### src/rtl/food_placer_if.sv
// Request/lookup/result bundle between a game controller and the food placer.
// The placer drives the query and result signals; the controller answers
// occupancy lookups and issues requests/aborts.
interface food_placer_if;
    logic       i_Req;
    logic       i_Abort;
    logic       i_Occupied;
    logic       o_Query_Valid;
    logic [5:0] o_Query_X;
    logic [5:0] o_Query_Y;
    logic [5:0] o_Food_X;
    logic [5:0] o_Food_Y;
    logic       o_Valid;
    logic       o_Fail;
    logic       o_Busy;

    modport slave (
        input  i_Req, i_Abort, i_Occupied,
        output o_Query_Valid, o_Query_X, o_Query_Y,
        output o_Food_X, o_Food_Y, o_Valid, o_Fail, o_Busy
    );

    modport master (
        output i_Req, i_Abort, i_Occupied,
        input  o_Query_Valid, o_Query_X, o_Query_Y,
        input  o_Food_X, o_Food_Y, o_Valid, o_Fail, o_Busy
    );
endinterface

### src/rtl/food_placer.sv
// Food placer: draws pseudo-random grid cells from a 12-bit LFSR, rejects
// cells outside the playfield or reported occupied, and reports the first
// free cell (o_Valid) or gives up after MAX_TRIES rejections (o_Fail).
module food_placer #(
    parameter int          GRID_W    = 40,
    parameter int          GRID_H    = 30,
    parameter int          TAP1      = 4,
    parameter int          TAP2      = 7,
    parameter logic [11:0] INIT      = 12'h001,
    parameter int          MAX_TRIES = 64
) (
    input  logic         i_Clk,
    input  logic         i_Rst_n,
    food_placer_if.slave bus
);

    typedef enum logic [2:0] {
        S_IDLE,
        S_STEP,
        S_SAMPLE,
        S_QUERY,
        S_WAIT,
        S_DONE,
        S_FAIL
    } state_t;

    // Grid limits need 7 bits so that a 64-wide grid still compares correctly.
    localparam logic [6:0] GW    = 7'(GRID_W);
    localparam logic [6:0] GH    = 7'(GRID_H);
    localparam logic [7:0] MAX_T = 8'(MAX_TRIES);

    state_t      state;
    state_t      state_next;
    state_t      reject_next;
    logic [11:0] lfsr;
    logic [7:0]  tries;
    logic [7:0]  tries_inc;
    logic [5:0]  cand_x;
    logic [5:0]  cand_y;
    logic        in_range;
    logic        advance;
    logic        load_cand;
    logic        reject;
    logic        accept;
    logic        clear_tries;

    // One LFSR step; an all-zero register would never leave zero, so it
    // is reseeded instead of shifted.
    function automatic logic [11:0] lfsr_advance(input logic [11:0] v);
        logic [11:0] r;
        if (v == 12'h000) begin
            r = INIT;
        end else begin
            r = {v[10:0], v[TAP1] ^ v[TAP2]};
        end
        return r;
    endfunction

    assign cand_x    = lfsr[5:0];
    assign cand_y    = lfsr[11:6];
    assign in_range  = ({1'b0, cand_x} < GW) && ({1'b0, cand_y} < GH);
    assign tries_inc = tries + 8'd1;

    // Next state and per-state datapath enables; abort overrides everything.
    always_comb begin
        state_next  = state;
        advance     = 1'b0;
        load_cand   = 1'b0;
        reject      = 1'b0;
        accept      = 1'b0;
        clear_tries = 1'b0;
        reject_next = (tries_inc == MAX_T) ? S_FAIL : S_STEP;
        if (bus.i_Abort && (state != S_IDLE)) begin
            state_next = S_IDLE;
        end else begin
            case (state)
                S_IDLE: begin
                    if (bus.i_Req) begin
                        clear_tries = 1'b1;
                        state_next  = S_STEP;
                    end
                end
                S_STEP: begin
                    advance    = 1'b1;
                    state_next = S_SAMPLE;
                end
                S_SAMPLE: begin
                    load_cand = 1'b1;
                    if (!in_range) begin
                        reject     = 1'b1;
                        state_next = reject_next;
                    end else begin
                        state_next = S_QUERY;
                    end
                end
                S_QUERY: begin
                    state_next = S_WAIT;
                end
                S_WAIT: begin
                    if (bus.i_Occupied) begin
                        reject     = 1'b1;
                        state_next = reject_next;
                    end else begin
                        accept     = 1'b1;
                        state_next = S_DONE;
                    end
                end
                S_DONE:  state_next = S_IDLE;
                S_FAIL:  state_next = S_IDLE;
                default: state_next = S_IDLE;
            endcase
        end
    end

    // State register.
    always_ff @(posedge i_Clk or negedge i_Rst_n) begin
        if (!i_Rst_n) begin
            state <= S_IDLE;
        end else begin
            state <= state_next;
        end
    end

    // LFSR only moves in STEP, so aborts and idle time leave it untouched.
    always_ff @(posedge i_Clk or negedge i_Rst_n) begin
        if (!i_Rst_n) begin
            lfsr <= INIT;
        end else if (advance) begin
            lfsr <= lfsr_advance(lfsr);
        end
    end

    // Rejection counter, cleared when a new search is accepted from IDLE.
    always_ff @(posedge i_Clk or negedge i_Rst_n) begin
        if (!i_Rst_n) begin
            tries <= 8'd0;
        end else if (clear_tries) begin
            tries <= 8'd0;
        end else if (reject) begin
            tries <= tries_inc;
        end
    end

    // Candidate cell is latched even when it is out of range.
    always_ff @(posedge i_Clk or negedge i_Rst_n) begin
        if (!i_Rst_n) begin
            bus.o_Query_X <= 6'd0;
            bus.o_Query_Y <= 6'd0;
        end else if (load_cand) begin
            bus.o_Query_X <= cand_x;
            bus.o_Query_Y <= cand_y;
        end
    end

    // Food position only changes on an accepted free cell.
    always_ff @(posedge i_Clk or negedge i_Rst_n) begin
        if (!i_Rst_n) begin
            bus.o_Food_X <= 6'd0;
            bus.o_Food_Y <= 6'd0;
        end else if (accept) begin
            bus.o_Food_X <= bus.o_Query_X;
            bus.o_Food_Y <= bus.o_Query_Y;
        end
    end

    // Strobes and busy are registered copies of the state being entered,
    // so they line up exactly with QUERY/DONE/FAIL and cannot overlap.
    always_ff @(posedge i_Clk or negedge i_Rst_n) begin
        if (!i_Rst_n) begin
            bus.o_Query_Valid <= 1'b0;
            bus.o_Valid       <= 1'b0;
            bus.o_Fail        <= 1'b0;
            bus.o_Busy        <= 1'b0;
        end else begin
            bus.o_Query_Valid <= (state_next == S_QUERY);
            bus.o_Valid       <= (state_next == S_DONE);
            bus.o_Fail        <= (state_next == S_FAIL);
            bus.o_Busy        <= (state_next != S_IDLE);
        end
    end

endmodule

### src/flat_wrapper.sv
// flat-port wrapper written by rule: the top's interface ports become plain ports
module food_placer_flat 
#(
    parameter int          GRID_W    = 40,
    parameter int          GRID_H    = 30,
    parameter int          TAP1      = 4,
    parameter int          TAP2      = 7,
    parameter logic [11:0] INIT      = 12'h001,
    parameter int          MAX_TRIES = 64
)
  (i_Clk, i_Rst_n, bus_i_Req, bus_i_Abort, bus_i_Occupied, bus_o_Query_Valid, bus_o_Query_X, bus_o_Query_Y, bus_o_Food_X, bus_o_Food_Y, bus_o_Valid, bus_o_Fail, bus_o_Busy);
  food_placer_if bus_i ();
  input  logic i_Clk;
  input  logic i_Rst_n;
  input wire logic [$bits(bus_i.i_Req)-1:0] bus_i_Req;
  input wire logic [$bits(bus_i.i_Abort)-1:0] bus_i_Abort;
  input wire logic [$bits(bus_i.i_Occupied)-1:0] bus_i_Occupied;
  output wire logic [$bits(bus_i.o_Query_Valid)-1:0] bus_o_Query_Valid;
  output wire logic [$bits(bus_i.o_Query_X)-1:0] bus_o_Query_X;
  output wire logic [$bits(bus_i.o_Query_Y)-1:0] bus_o_Query_Y;
  output wire logic [$bits(bus_i.o_Food_X)-1:0] bus_o_Food_X;
  output wire logic [$bits(bus_i.o_Food_Y)-1:0] bus_o_Food_Y;
  output wire logic [$bits(bus_i.o_Valid)-1:0] bus_o_Valid;
  output wire logic [$bits(bus_i.o_Fail)-1:0] bus_o_Fail;
  output wire logic [$bits(bus_i.o_Busy)-1:0] bus_o_Busy;
  assign bus_i.i_Req = bus_i_Req;
  assign bus_i.i_Abort = bus_i_Abort;
  assign bus_i.i_Occupied = bus_i_Occupied;
  assign bus_o_Query_Valid = bus_i.o_Query_Valid;
  assign bus_o_Query_X = bus_i.o_Query_X;
  assign bus_o_Query_Y = bus_i.o_Query_Y;
  assign bus_o_Food_X = bus_i.o_Food_X;
  assign bus_o_Food_Y = bus_i.o_Food_Y;
  assign bus_o_Valid = bus_i.o_Valid;
  assign bus_o_Fail = bus_i.o_Fail;
  assign bus_o_Busy = bus_i.o_Busy;
  food_placer #(.GRID_W(GRID_W), .GRID_H(GRID_H), .TAP1(TAP1), .TAP2(TAP2), .INIT(INIT), .MAX_TRIES(MAX_TRIES)) u_core (.i_Clk(i_Clk), .i_Rst_n(i_Rst_n), .bus(bus_i));
endmodule
### config.mk
export PLATFORM = sky130hd
export DESIGN_NAME = food_placer_flat
export DESIGN_NICKNAME = d
export VERILOG_FILES = /design/src/rtl/food_placer_if.sv /design/src/rtl/food_placer.sv /design/src/flat_wrapper.sv
export SDC_FILE = /design/constraint.sdc
export NUM_CORES = 1
export LEC_CHECK = 0
export CORE_AREA = 4 4 78 110
export CTS_CLUSTER_DIAMETER = 40
export DETAILED_ROUTE_END_ITERATION = 8
export DIE_AREA = 0 0 82 114
export GPL_TIMING_DRIVEN = 0
export PLACE_DENSITY_LB_ADDON = 0.2
export SLEW_MARGIN = 20
export SYNTH_ARGS = -nofsm -noshare
export SYNTH_HDL_FRONTEND = slang
export SYNTH_SLANG_ARGS = --single-unit
### constraint.sdc
create_clock -name i_Clk -period 2.2 [get_ports i_Clk]
set_clock_uncertainty 0.15 [all_clocks]
set_input_delay 0.44 -clock i_Clk [delete_from_list [all_inputs] [get_ports i_Clk]]
set_output_delay 0.44 -clock i_Clk [all_outputs]
set_load 0.01 [all_outputs]
### Word level (Yosys, flattened, before mapping)

Cells that the tools add are included.

| word-level totals | value |
|---|---|
| input port bits | 5 |
| bits in registers | 51 |

| operators by class | value |
|---|---|
| mux-type cells | 23 |
| reductions and logical operators | 7 |
| add/sub/neg operators | 1 |
| magnitude comparators | 2 |
| bitwise operators | 1 |
| equal/unequal tests | 8 |

Operator list:

| kind | number |
|---|---|
| $mux W8 | 2 |
| $mux W3 | 5 |
| $pmux W3 S5 | 1 |
| $mux W1 | 13 |
| $logic_not A12 Y1 | 1 |
| $mux W12 | 1 |
| $eq A3 B2 Y1 const B | 3 |
| $eq A3 B3 Y1 const B | 3 |
| $add A8 B1 Y8 const B | 1 |
| $eq A8 B7 Y1 const B | 1 |
| $lt A6 B5 Y1 const B | 1 |
| $lt A6 B6 Y1 const B | 1 |
| $reduce_bool A3 Y1 | 2 |
| $eq A3 B1 Y1 const B | 1 |
| $logic_not A3 Y1 | 1 |
| $logic_and A1 B1 Y1 | 2 |
| $pmux W1 S2 | 1 |
| $reduce_bool A2 Y1 | 1 |
| $xor A1 B1 Y1 | 1 |

### Logic depth before layout (Yosys ltp)

| logic depth | value |
|---|---|
| depth in word-level cells | 7 |
| gate-level depth with buffers | 7 |
| depth with buffers taken out | 7 |

### Least setup slack after synthesis

No wires, ideal clock.

| path | value |
|---|---|
| path type | flip-flop to flip-flop |
| start | reg u_core.state[2] |
| end | reg u_core.lfsr[10] |
| slack | 0.183 ns |
| path buffers | 2 |
| data required time | 1.925 ns |
| data arrival time | 1.742 ns |
| clock period less this slack | 2.017 ns |
| cell stages (with the launch flop) | 6 |
| cell sequence | dfrtp_1 buf_2 or3b_2 nor2_1 buf_2 mux2_2 |

| on the way | value |
|---|---|
| cells in the longest elaborated chain, start to end | 3 |
| elaborated cells on any way between the ends | 5 |
| classes of those cells | eq/ne: 1; mux: 2; reduce/logical: 2 |

RTL lines:

| item | RTL line | source |
|---|---|---|
| start: declaration | food_placer.sv:32 | `state_t state;` |
| start signal: assignment | food_placer.sv:120 | `state <= state_next;` |
| $eq A3 B1 Y1 / $reduce_bool A3 Y1 (equally long branches) | food_placer.sv:76, food_placer.sv:73 |  |
| $mux W1 / $logic_and A1 B1 Y1 (equally long branches) | food_placer.sv:76, food_placer.sv:73 |  |
| $mux W1 (*) | food_placer.sv:73 | `if (bus.i_Abort && (state != S_IDLE)) begin` |
| end signal: assignment | food_placer.sv:129 | `lfsr <= lfsr_advance(lfsr);` |
| end: declaration | food_placer.sv:35 | `logic [11:0] lfsr;` |

Every way passes the cells marked *; elsewhere a longest branch is shown, timed or not.
A chain may end at the register's enable or synchronous reset.

### Worst setup path in the final report

| path | value |
|---|---|
| start | reg u_core.state[0] |
| end | reg u_core.bus.o_Food_X[5] |

| on the way | value |
|---|---|
| cells in the longest elaborated chain, start to end | 3 |
| elaborated cells on any way between the ends | 5 |
| classes of those cells | eq/ne: 1; mux: 2; reduce/logical: 2 |

RTL lines:

| item | RTL line | source |
|---|---|---|
| $eq A3 B3 Y1 / $reduce_bool A3 Y1 (equally long branches) | food_placer.sv:76, food_placer.sv:73 |  |
| $mux W1 / $logic_and A1 B1 Y1 (equally long branches) | food_placer.sv:76, food_placer.sv:73 |  |
| $mux W1 (*) | food_placer.sv:73 |  |
| end signal: assignment | food_placer.sv:161 | `bus.o_Food_X <= bus.o_Query_X;` |
| end: declaration | food_placer_if.sv:20 | `output o_Food_X, o_Food_Y, o_Valid, o_Fail, o_Busy` |

Marked as above.

==> results.json <==
{
  "fin_crit_ns": 2.09,
  "drtIter0Drc": 63,
  "maxCapViolCount": 0,
  "setup_tns_ns": 0,
  "yosys-top-cells-area": "dfrtp_1 (56%), mux2_2 (18%), nor2_1 (4.2%), xnor2_1 (2.4%), nand2_1 (1.7%)",
  "layout.nets": 226,
  "place_inst": 314,
  "synth_cells": 182,
  "initial_core_util": 0.294,
  "setup_viol": 0,
  "portBuffers": 32,
  "cp.arrival_ns": 2.12,
  "worst_slack_ns": 0.114,
  "start_kind": "flip-flop",
  "grt_pass1_wl_mm": 7.61,
  "route.detailed.drc": 0,
  "layout_common_cells": "dfrtp_1 (49), mux2_2 (35), clkdlybuf4s50_1 (31)",
  "drive_above_1_share": 0.276,
  "grt.total_usage": 0.105,
  "ir_drop_mv": 0.483,
  "synth-seq-area-share": 0.572,
  "hold_violations": 0,
  "placed_area_um2": 2680,
  "fin_util": 0.367,
  "yosysTopAreaCellShare": 0.560,
  "synth-seq-cells": 51,
  "final_common_cell": "dfrtp_1",
  "gp_congestion": 0.725,
  "cp_max_fo": 10,
  "hold_path.class": "input port to async pin",
  "die_area_um2": 9350,
  "cts_sinks": 51,
  "wl_mm": 4.45,
  "stdcell_count": 321,
  "finalPower_mw": 2.72,
  "yosys_warnings": 0,
  "antenna_found_initial": 0,
  "max-slew-margin-rel": 0.570,
  "cts_tree": "done",
  "dpl.hpwl_mm": 3.12,
  "htreeDepth": 2,
  "powerDensity_nw_per_um2": 974,
  "vias": 1504,
  "pre_cts_slack_ns": -0.372,
  "final_area_um2": 2800,
  "die_h_um": 114,
  "dr.pass1.iters": 2,
  "clockBufferDepth": 2,
  "antenna_cells": 0,
  "ant_nets": 0,
  "yosysTopAreaCell": "dfrtp_1",
  "wl_per_cell_um": 13.9,
  "io_pins": 33,
  "cts-root-buf": "clkbuf_8",
  "rows": 38,
  "holdWs_ns": 0.00180,
  "grt_max_degree": 52,
  "max_slew.worst_pin.slew_ns": 0.645,
  "synth_cell_types": 36,
  "cts-buffers-inserted": 5,
  "rsz0062_at_grt": "true",
  "clkTransAtPathRegs_ns": 0.09,
  "clock_latency_ns": 0.30,
  "slew_violations": 0,
  "fmax_ghz": 0.479,
  "synth_area_um2": 2230,
  "status": "finished, final reports clean",
  "p_leak_nw": 1.21,
  "period_share": 0.948,
  "synth_nets": 188,
  "required_ns": 2.24,
  "grt_overflow_total": 0,
  "via_per_inst": 4.69,
  "syn_to_final_growth_pct": 25.2,
  "core_um2": 7610,
  "die_x_um": 82,
  "end_kind": "flip-flop",
  "first_global_vias": 1508,
  "setup.worst_path.class": "flip-flop to flip-flop",
  "syn_area_per_cell_um2": 12.3
}
==> what timing repair did <==
| action | 4_1_cts | 5_1_grt |
|---|---|---|
| gates resized for setup | 4 | 6 |
| pin swaps | 0 | 3 |
| endpoints found under the setup margin | 22 | 21 |
| buffers inserted | 0 | 0 |
| hold buffers | 0 | 0 |
==> synth_stat cells <==
master / count
a2111oi_2: 1
and4_1: 1
o21a_1: 1
nor2b_4: 1
or4_4: 1
mux2_2: 35
a32oi_1: 1
or2b_1: 1
nor4b_2: 1
xnor2_1: 6
a31oi_1: 3
a211oi_1: 1
a21boi_0: 1
xor2_1: 2
clkbuf_1: 1
o31ai_1: 2
dfrtp_1: 50
inv_1: 4
nor4_1: 3
nand2_1: 10
a311o_1: 1
a21oi_1: 7
and3_1: 1
nand3_1: 4
nand4_1: 2
nor3b_1: 1
o211ai_1: 2
a21o_1: 1
nand2b_2: 1
nor3_1: 2
nor2_1: 25
buf_2: 5
ha_1: 1
nand3b_1: 1
dfstp_2: 1
or3b_2: 1
==> where the power goes <==
group	leakage (nW)	switching [mW]	internal [mW]	total, mW
Sequential	0.681	0.208	1.16	1.37
Combinational	0.490	0.343	0.478	0.821
Clock	0.0422	0.305	0.224	0.529
==> critical path, stage by stage (launching register included) <==
cell      delay, ns
dfrtp_1        0.37
buf_2          0.17
nor2_1         0.14
nand2_1        0.16
nor3_2         0.30
clkbuf_4       0.33
mux2_2         0.35
==> worst paths after layout <==
| check | to | slack (ns) | startpoint | cells past startpoint |
|---|---|---|---|---|
| setup reg to reg | u_core.bus.o_Food_X[5] | 0.11 | u_core.state[0] | 6 |
| hold / removal | u_core.bus.o_Fail | 0.002 | i_Rst_n | 1 |
| max in group asynchronous | u_core.tries[0] | 1.44 | i_Rst_n | 1 |
| min in group i_Clk | u_core.bus.o_Food_Y[0] | 0.36 | u_core.bus.o_Food_Y[0] | 1 |
| hold reg to reg | u_core.bus.o_Food_Y[0] | 0.36 | u_core.bus.o_Food_Y[0] | 1 |
| setup / recovery | u_core.bus.o_Food_X[5] | 0.11 | u_core.state[0] | 6 |
==> registers in the layout (all words and copies together), names as in the netlist <==
name	cells
u_core.bus.o_Query_X	6
u_core.bus.o_Food_Y	6
u_core.bus.o_Query_Valid	1
u_core.bus.o_Food_X	6
u_core.bus.o_Busy	1
u_core.bus.o_Valid	1
u_core.lfsr	12
u_core.tries	8
u_core.bus.o_Fail	1
u_core.state	3
u_core.bus.o_Query_Y	6
==> cell families (layout without fill, tap and decap cells) <==
kind of cell | after synthesis | count (layout) | synth area share
buffers and inverters | 10 | 49 | 0.0196
xor gates and xnor gates | 8 | 8 | 0.0314
adders and majority gates | 1 | 1 | 0.00560
AOI/OAI and AO/OA | 21 | 21 | 0.0661
and+or+nand+nor | 56 | 56 | 0.129
DFF | 51 | 51 | 0.572
muxes | 35 | 35 | 0.176
==> final cells by class <==
class | instances | area, um^2
Sequential cell | 51 | 1280
Multi-Input combinational cell | 121 | 947
Timing Repair Buffer | 32 | 318
Clock inverter | 1 | 5.00
Buffer | 5 | 30.0
Fill cell | 802 | 4810
Inverter | 4 | 15.0
Tap cell | 100 | 125
Clock buffer | 7 | 76.3
==> per-layer routing <==
metal | up-vias | global-route usage | routed length (um)
li1 | 715 | - | -
met1 | 765 | 0.136 | 1910
met2 | 19 | 0.175 | 2350
met5 | - | 0 | 0
met3 | 5 | 0.0221 | 128
met4 | 0 | 0.0299 | 65
(Power assumes the default switching activity.)
